===== config.mk =====
export PLATFORM = sky130hd
export DESIGN_NAME = systolic_array
export DESIGN_NICKNAME = d
export VERILOG_FILES = /design/src/rtl/systolic_array.sv
export SDC_FILE = /design/constraint.sdc
export NUM_CORES = 2
export LEC_CHECK = 0
export CAP_MARGIN = 5
export CORE_MARGIN = 1.5
export CORE_UTILIZATION = 60
export CTS_CLUSTER_SIZE = 40
export DETAILED_ROUTE_END_ITERATION = 10
export HOLD_SLACK_MARGIN = 0.08
export PLACE_DENSITY = 0.8
export SLEW_MARGIN = 10
export SYNTH_ARGS = -nofsm -noshare
export SYNTH_HDL_FRONTEND = slang
export SYNTH_SLANG_ARGS = --single-unit
export TNS_END_PERCENT = 50

===== constraint.sdc =====
create_clock -name clk -period 8.7 [get_ports clk]
set_clock_uncertainty 0.1 [all_clocks]
set_input_delay 0.87 -clock clk [delete_from_list [all_inputs] [get_ports clk]]
set_output_delay 0.87 -clock clk [all_outputs]
set_load 0.02 [all_outputs]

===== src/rtl/systolic_array.sv =====
// Ifmap-stationary N x N MAC array: the ifmap tile is held in the PEs, weights move right
// and partial sums move down, both diagonally skewed by the caller.
module systolic_array #(
  parameter int PE_SIZE    = 4,
  parameter int DATA_WIDTH = 8,
  parameter int PSUM_WIDTH = 32
) (
  input  logic                          clk,
  input  logic                          rst_n,
  input  logic [DATA_WIDTH*PE_SIZE-1:0] ifmap_row_i,
  input  logic [DATA_WIDTH*PE_SIZE-1:0] weight_col_i,
  input  logic [PSUM_WIDTH*PE_SIZE-1:0] psum_row_i,
  input  logic                          ifmap_preload_i,
  input  logic [PE_SIZE-1:0]            weight_en_col_i,
  input  logic [PE_SIZE-1:0]            psum_en_row_i,
  output logic [DATA_WIDTH*PE_SIZE-1:0] ifmap_row_o,
  output logic [DATA_WIDTH*PE_SIZE-1:0] weight_col_o,
  output logic [PSUM_WIDTH*PE_SIZE-1:0] psum_row_o,
  output logic [PE_SIZE-1:0]            weight_en_col_o,
  output logic [PE_SIZE-1:0]            psum_en_row_o
);
  localparam int N  = PE_SIZE;
  localparam int DW = DATA_WIDTH;
  localparam int PW = PSUM_WIDTH;
  localparam int CW = $clog2(N) + 1;

  logic [CW-1:0] load_cnt_q, load_cnt_d;
  logic          load_s;

  logic [DW-1:0] ifmap_q  [N][N];
  logic [DW-1:0] ifmap_d  [N][N];
  logic [DW-1:0] weight_q [N][N];
  logic          wvld_q   [N][N];
  logic [PW-1:0] psum_q   [N][N];
  logic [PW-1:0] psum_d   [N][N];
  logic          pvld_q   [N][N];

  logic [DW-1:0]          ifmap_in_s [N][N];
  logic [DW-1:0]          w_in_s     [N][N];
  logic                   wv_in_s    [N][N];
  logic [PW-1:0]          psum_in_s  [N][N];
  logic                   pv_in_s    [N][N];
  logic signed [2*DW-1:0] prod_s     [N][N];
  logic [PW-1:0]          mac_s      [N][N];

  // The load window covers the preload edge plus the following N-1 edges; a new preload restarts it.
  always_comb begin
    load_s = ifmap_preload_i || (load_cnt_q != '0);
    if (ifmap_preload_i) begin
      load_cnt_d = CW'(N - 1);
    end else if (load_cnt_q != '0) begin
      load_cnt_d = load_cnt_q - CW'(1);
    end else begin
      load_cnt_d = load_cnt_q;
    end
  end

  for (genvar r = 0; r < N; r++) begin : g_row
    for (genvar c = 0; c < N; c++) begin : g_col
      if (c == 0) begin : g_left
        assign w_in_s[r][c]  = weight_col_i[(N-1-r)*DW +: DW];
        assign wv_in_s[r][c] = weight_en_col_i[N-1-r];
      end else begin : g_inner_w
        assign w_in_s[r][c]  = weight_q[r][c-1];
        assign wv_in_s[r][c] = wvld_q[r][c-1];
      end
      if (r == 0) begin : g_top
        assign psum_in_s[r][c]  = psum_row_i[(N-1-c)*PW +: PW];
        assign pv_in_s[r][c]    = psum_en_row_i[N-1-c];
        assign ifmap_in_s[r][c] = ifmap_row_i[(N-1-c)*DW +: DW];
      end else begin : g_inner_p
        assign psum_in_s[r][c]  = psum_q[r-1][c];
        assign pv_in_s[r][c]    = pvld_q[r-1][c];
        assign ifmap_in_s[r][c] = ifmap_q[r-1][c];
      end
      // Full-width signed product, sign-extended; the sum wraps modulo 2^PW.
      assign prod_s[r][c] = $signed(ifmap_q[r][c]) * $signed(w_in_s[r][c]);
      assign mac_s[r][c]  = psum_in_s[r][c] + {{(PW-2*DW){prod_s[r][c][2*DW-1]}}, prod_s[r][c]};
      assign psum_d[r][c] = pv_in_s[r][c] ? (wv_in_s[r][c] ? mac_s[r][c] : psum_in_s[r][c]) : '0;
      assign ifmap_d[r][c] = load_s ? ifmap_in_s[r][c] : ifmap_q[r][c];
    end
  end

  // PE state registers with synchronous clear.
  always_ff @(posedge clk) begin
    if (rst_n) begin
      load_cnt_q <= '0;
      for (int r = 0; r < N; r++) begin
        for (int c = 0; c < N; c++) begin
          ifmap_q[r][c]  <= '0;
          weight_q[r][c] <= '0;
          wvld_q[r][c]   <= 1'b0;
          psum_q[r][c]   <= '0;
          pvld_q[r][c]   <= 1'b0;
        end
      end
    end else begin
      load_cnt_q <= load_cnt_d;
      for (int r = 0; r < N; r++) begin
        for (int c = 0; c < N; c++) begin
          ifmap_q[r][c]  <= ifmap_d[r][c];
          weight_q[r][c] <= w_in_s[r][c];
          wvld_q[r][c]   <= wv_in_s[r][c];
          psum_q[r][c]   <= psum_d[r][c];
          pvld_q[r][c]   <= pv_in_s[r][c];
        end
      end
    end
  end

  for (genvar k = 0; k < N; k++) begin : g_out
    assign ifmap_row_o[(N-1-k)*DW +: DW]  = ifmap_q[N-1][k];
    assign weight_col_o[(N-1-k)*DW +: DW] = weight_q[k][N-1];
    assign weight_en_col_o[N-1-k]         = wvld_q[k][N-1];
    assign psum_row_o[(N-1-k)*PW +: PW]   = psum_q[N-1][k];
    assign psum_en_row_o[N-1-k]           = pvld_q[N-1][k];
  end

endmodule


==> After elaboration in Yosys (flattened, before gate mapping) <==
Memory sizes are Yosys's and may differ from the RTL's.
Cells that the tools add are included.
W data, S select, Z words.
{ "totals": {"register_bits": 3, "latchBits": 0, "ramBits": 800, "romBits": 0, "inputBits": 203, "out_inout_bits": 200, "wordCells": 257, "memories": 5} }
{ "op_classes": {"add_sub_neg": 17, "multipliers": 16, "n_div": 0, "order_cmp": 0, "n_eq_ne": 0, "shift": 0, "mux": 133, "n_bitwise": 80, "reduce_logical": 4} }
{ "memory_table": {"columns": ["memory", "words", "width", "read_ports", "rd_clocked_by_memory_dff", "write_ports", "line", "text"], "rows": [
  ["psum_q", 4, 128, 4, 0, 4, "34", "logic [PW-1:0] psum_q [N][N];"],
  ["ifmap_q", 4, 32, 4, 0, 4, "30", "logic [DW-1:0] ifmap_q [N][N];"],
  ["weight_q", 4, 32, 4, 0, 4, "32", "logic [DW-1:0] weight_q [N][N];"],
  ["pvld_q", 4, 4, 4, 0, 4, "36", "logic pvld_q [N][N];"],
  ["wvld_q", 4, 4, 4, 0, 4, "33", "logic wvld_q [N][N];"]
]} }
{ "ops": {"columns": ["op", "count"], "rows": [
  ["$mux W32", 48],
  ["$add A32 B32 Y32", 16],
  ["$mux W8", 48],
  ["$mul A8 B8 Y16", 16],
  ["$or A1 B1 Y1", 80],
  ["$mux W1", 35],
  ["$mux W2", 2],
  ["$reduce_bool A3 Y1", 1],
  ["$sub A3 B1 Y3 const B", 1],
  ["$reduce_bool A2 Y1", 1],
  ["$reduce_or A2 Y1", 1],
  ["$logic_or A1 B1 Y1", 1]
]} }

==> Logic depth before layout (Yosys ltp) <==
An unclocked memory read counts as a cell.
{ "depth": {"ltp_word": 6, "ltp_mapped": 35, "depth_no_buf": 33} }

==> Worst setup path after synthesis <==
No wires, ideal clock.
{ "synth_timing": {"path_kind": "register to register", "from": "mem ifmap_q[1][7] (netlist name)", "to": "mem psum_q[1][29] (netlist name)", "setup_ns": 0.117, "t_arrival_ns": 7.479, "required_time_ns": 8.483, "path_slack_ns": 1.004, "stages_incl_launch_ff": 28, "path_buffers": 2, "synth_period_minus_slack_ns": 7.696, "path_cell_list": "dfxtp_1 > clkbuf_1 > nand2_1 > fa_1 > fa_1 > inv_1 > fa_1 > inv_1 > fa_1 > inv_1 > ha_1 > nand3_1 > a2111oi_0 > o31a_1 > o21a_1 > nor2_1 > xnor2_1 > ha_1 > clkbuf_1 > a21oi_1 > and2b_2 > a2111o_1 > a311oi_2 > a21oi_2 > a2111oi_2 > nor2_1 > o311a_1 > a32o_1"} }
{ "synth_lines": {"columns": ["element", "line"], "rows": [
  ["from (decl)", "30"],
  ["to (decl)", "34"]
]} }

==> results.cfg <==
[job]
drv.max_cap_violation_count = 0

[synthesis]
synth_enable_flop_cells = 72
synth.ff_latch_count = 803
synth_cell_types = 93
syn_inst_count = 10100
synthesis.nets = 12200
mappedNetlistArea_mm2 = 0.0892
post_synth.cell_area_avg_um2 = 8.83
seq_area_frac_synth = 0.188
synth_flop_cell = sky130_fd_sc_hd__dfxtp_1
share_of_flip_flops_with_an_asynchronous_set_or_reset_after_synthesis = 0
yosys_warnings = 0

[floorplan]
dieWidth_um = 389
placeableCoreArea_mm2 = 0.148
die_height_um = 389
placementRows = 141
die_outline_area_mm2 = 0.151
top_level_ports = 403
floorplan.initialDensity = 0.604

[routing]
drt_iter0_drc = 3936
wl_met2_um = 106000
amount_of_wire_on_met3_after_detailed_routing_um = 12800
detailroute.via_count = 70400
dr.pass1.iters = 6
wire_length_after_detailed_routing_um = 222000
met1_length_um = 91900
topRoutingLayerUsed = met5
routedWlPerCell_um = 17.8
remaining_drc_errors = 0
avgViaCountPerCell = 5.66
ant_nets = 0

[sta]
grt_setup_unrepaired = false
fin_crit_sh = 0.906
setup_viol_count_final = 0
hold_violations = 0
timing.fmax_ghz = 0.127
tns_ns = 0
slew_headroom = 0.236
max_slew.worst_pin.slew_ns = 1.15
timing_max_transition_violations_final = 0
period_needed_ns = 7.88
worst_hold_slack_ns = 0.362

[setup_path]
critical_path_peak_fanout = 16
crit_path_capture_type = register
crit-reg2reg-capture = psum_q[1][190]
max_stage_delay_ns = 0.55
rr_worst_depth = 29
worst_ep_arrival_time_ns = 8.43
reg2reg_setup_slack_ns = 0.82
timing.critical_path.mode_cell = sky130_fd_sc_hd__inv_1
worstReg2RegStart = weight_q[3][16]
startpoint = weight_q[3][16]
crit_end = psum_q[1][190]
timing.critical_path.from_type = register
ws_path_type = register to register
worst-endpoint-required_ns = 9.25
timing.critical_path.slowest_stage_cell = sky130_fd_sc_hd__ha_1

[power]
p_sw_frac = 0.425
total_power_w = 0.0192
powerDensity_mw_per_mm2 = 195
p_int_w = 0.0111
p_switching_w = 0.00818
power.clock.fraction = 0.218
portion_of_total_power_attributed_to_combinational_logic = 0.560
power.sequential.fraction = 0.222
maximum_ir_drop_on_the_vdd_rail_mv = 0.479
total_leakage_power_nw = 47.6

[cells_and_area]
total_nets_final = 12500
postLayoutCellArea_mm2 = 0.0984
area_growth_syn_to_layout_pct = 10.4
drive_above_1_share = 0.0295

[cts]
postCtsSetupBuffers = 0
clock_tree.buffer_depth = 3
numCtsBuffers = 93
cts.hold.buffers_added = 0
ctsHtreeMaxLevel = 3
root_buffer = sky130_fd_sc_hd__clkbuf_16
clock_latency_ns = 0.75
cts.sinks = 803
clock_tree_from_tritoncts = yes
path_clk_slew_ns = 0.06
ctsResizeCount = 0

[grt]
grt_max_degree = 92
antenna_found_initial = 44
overall_track_demand_over_capacity_in_global_routing = 0.294
grt_overflow = 0
grt_first_pass_wirelength_um = 362000
number_of_global_route_vias_before_repair = 71700

[worst_hold_path]
worst_hold_path_type = register to register

[placed_design]
placed_area_mm2 = 0.0951
finalWeightedCongestion = 0.951
io_buffers = 402
place_hpwl_um = 180000

[run_status]
outcome = finished clean
synthesized netlist by cell type, drive strengths merged, types with 74 or more instances:
cell type,n,area share
inv,1493,0.063
ha,962,0.13
fa,896,0.20
dfxtp,731,0.16
nor2,711,0.030
and2,704,0.049
a21oi,608,0.034
nand2,585,0.025
xnor2,546,0.054
mux2i,390,0.044
nor2b,361,0.025
a21o,296,0.025
o21ai,253,0.014
clkbuf,191,0.0083
xor2,177,0.017
nand3,124,0.0070
o21bai,123,0.010
nand2b,93,0.0066
nor3,81,0.0045
a211oi,74,0.0063
state kept, by name, summed over array words and instances (netlist names):
register	cells
psum_q	512
ifmap_q	128
weight_q	128
load_cnt_q	3
wvld_q	16
pvld_q	16
logic make-up after synthesis:
logic type / count (synthesis) / synth area share
compound gates: 1718 / 0.123
mux: 407 / 0.0459
fa+ha+maj: 1858 / 0.336
flops: 803 / 0.188
buf+inv: 1726 / 0.0731
simple gates: 2862 / 0.163
xor+xnor: 723 / 0.0710
cell type report:
cell class / instances / area, um2
diodes: 27 / 67.6
clock buffers: 112 / 2560
clock inverters: 56 / 718
fillers: 11800 / 49200
inverters: 1496 / 5620
multi-input cells: 7568 / 65900
flip-flops and latches: 803 / 16800
well taps: 1930 / 2410
repair buffers: 446 / 4340
through the flow:
step / utilization / worst slack [ns] / cells
2_1_floorplan: - / 1.00 / 10100
3_3_place_gp: 0.644 / 0.520 / 12200
3_5_place_dp: 0.644 / 0.448 / 12200
4_1_cts: 0.666 / 0.867 / 12400
5_1_grt: 0.667 / 0.296 / 12400
6_report: 0.667 / 0.819 / 12400
worst max-delay path: cells and delay by family (launching register included):
kind	cells	cell delay [ns]
buffers and inverters	5	0.83
XOR/XNOR	2	0.56
AO/OA/AOI/OAI	6	1.06
AND/OR/NAND/NOR	10	2.05
adder cells (fa/ha/maj)	6	2.73
flip-flops	1	0.44
layout by cell type (no fill, tap or decap), types with 361 or more instances in the layout:
cell and count:
sky130_fd_sc_hd__a21oi_1 607, sky130_fd_sc_hd__and2_1 703, sky130_fd_sc_hd__clkdlybuf4s50_1 398, sky130_fd_sc_hd__dfxtp_1 720
sky130_fd_sc_hd__fa_1 896, sky130_fd_sc_hd__ha_1 962, sky130_fd_sc_hd__inv_1 1493, sky130_fd_sc_hd__mux2i_1 390
sky130_fd_sc_hd__nand2_1 585, sky130_fd_sc_hd__nor2_1 710, sky130_fd_sc_hd__nor2b_1 361, sky130_fd_sc_hd__xnor2_1 544
power groups by stage:
stage | combinational (W) | clock (W) | sequential [W]
2_1_floorplan | 0.00847 | 0 | 0.00416
3_3_place_gp | 0.0103 | 0 | 0.00433
3_5_place_dp | 0.0106 | 0 | 0.00434
4_1_cts | 0.0107 | 0.00428 | 0.00426
5_1_grt | 0.0120 | 0.00442 | 0.00429
6_report | 0.0108 | 0.00420 | 0.00427
worst min-delay path by stage:
stage	from	to	slack, ns	depth (start not counted)
4_1_cts	psum_q[0][191]	psum_q[1][63]	0.37	2
2_1_floorplan	psum_q[0][159]	psum_q[1][31]	0.33	2
5_1_grt	psum_q[0][191]	psum_q[1][63]	0.37	2
3_5_place_dp	psum_q[0][63]	psum_q[0][191]	0.36	2
6_report	psum_q[0][191]	psum_q[1][63]	0.36	2
3_3_place_gp	psum_q[1][63]	psum_q[1][191]	0.36	2
layer usage:
layer  vias up  global-route usage
met1     34200               0.366
met5         -                   0
met4        28               0.139
met3       478              0.0436
li1      33700                   -
met2      1918               0.500
(Power assumes the default switching activity.)
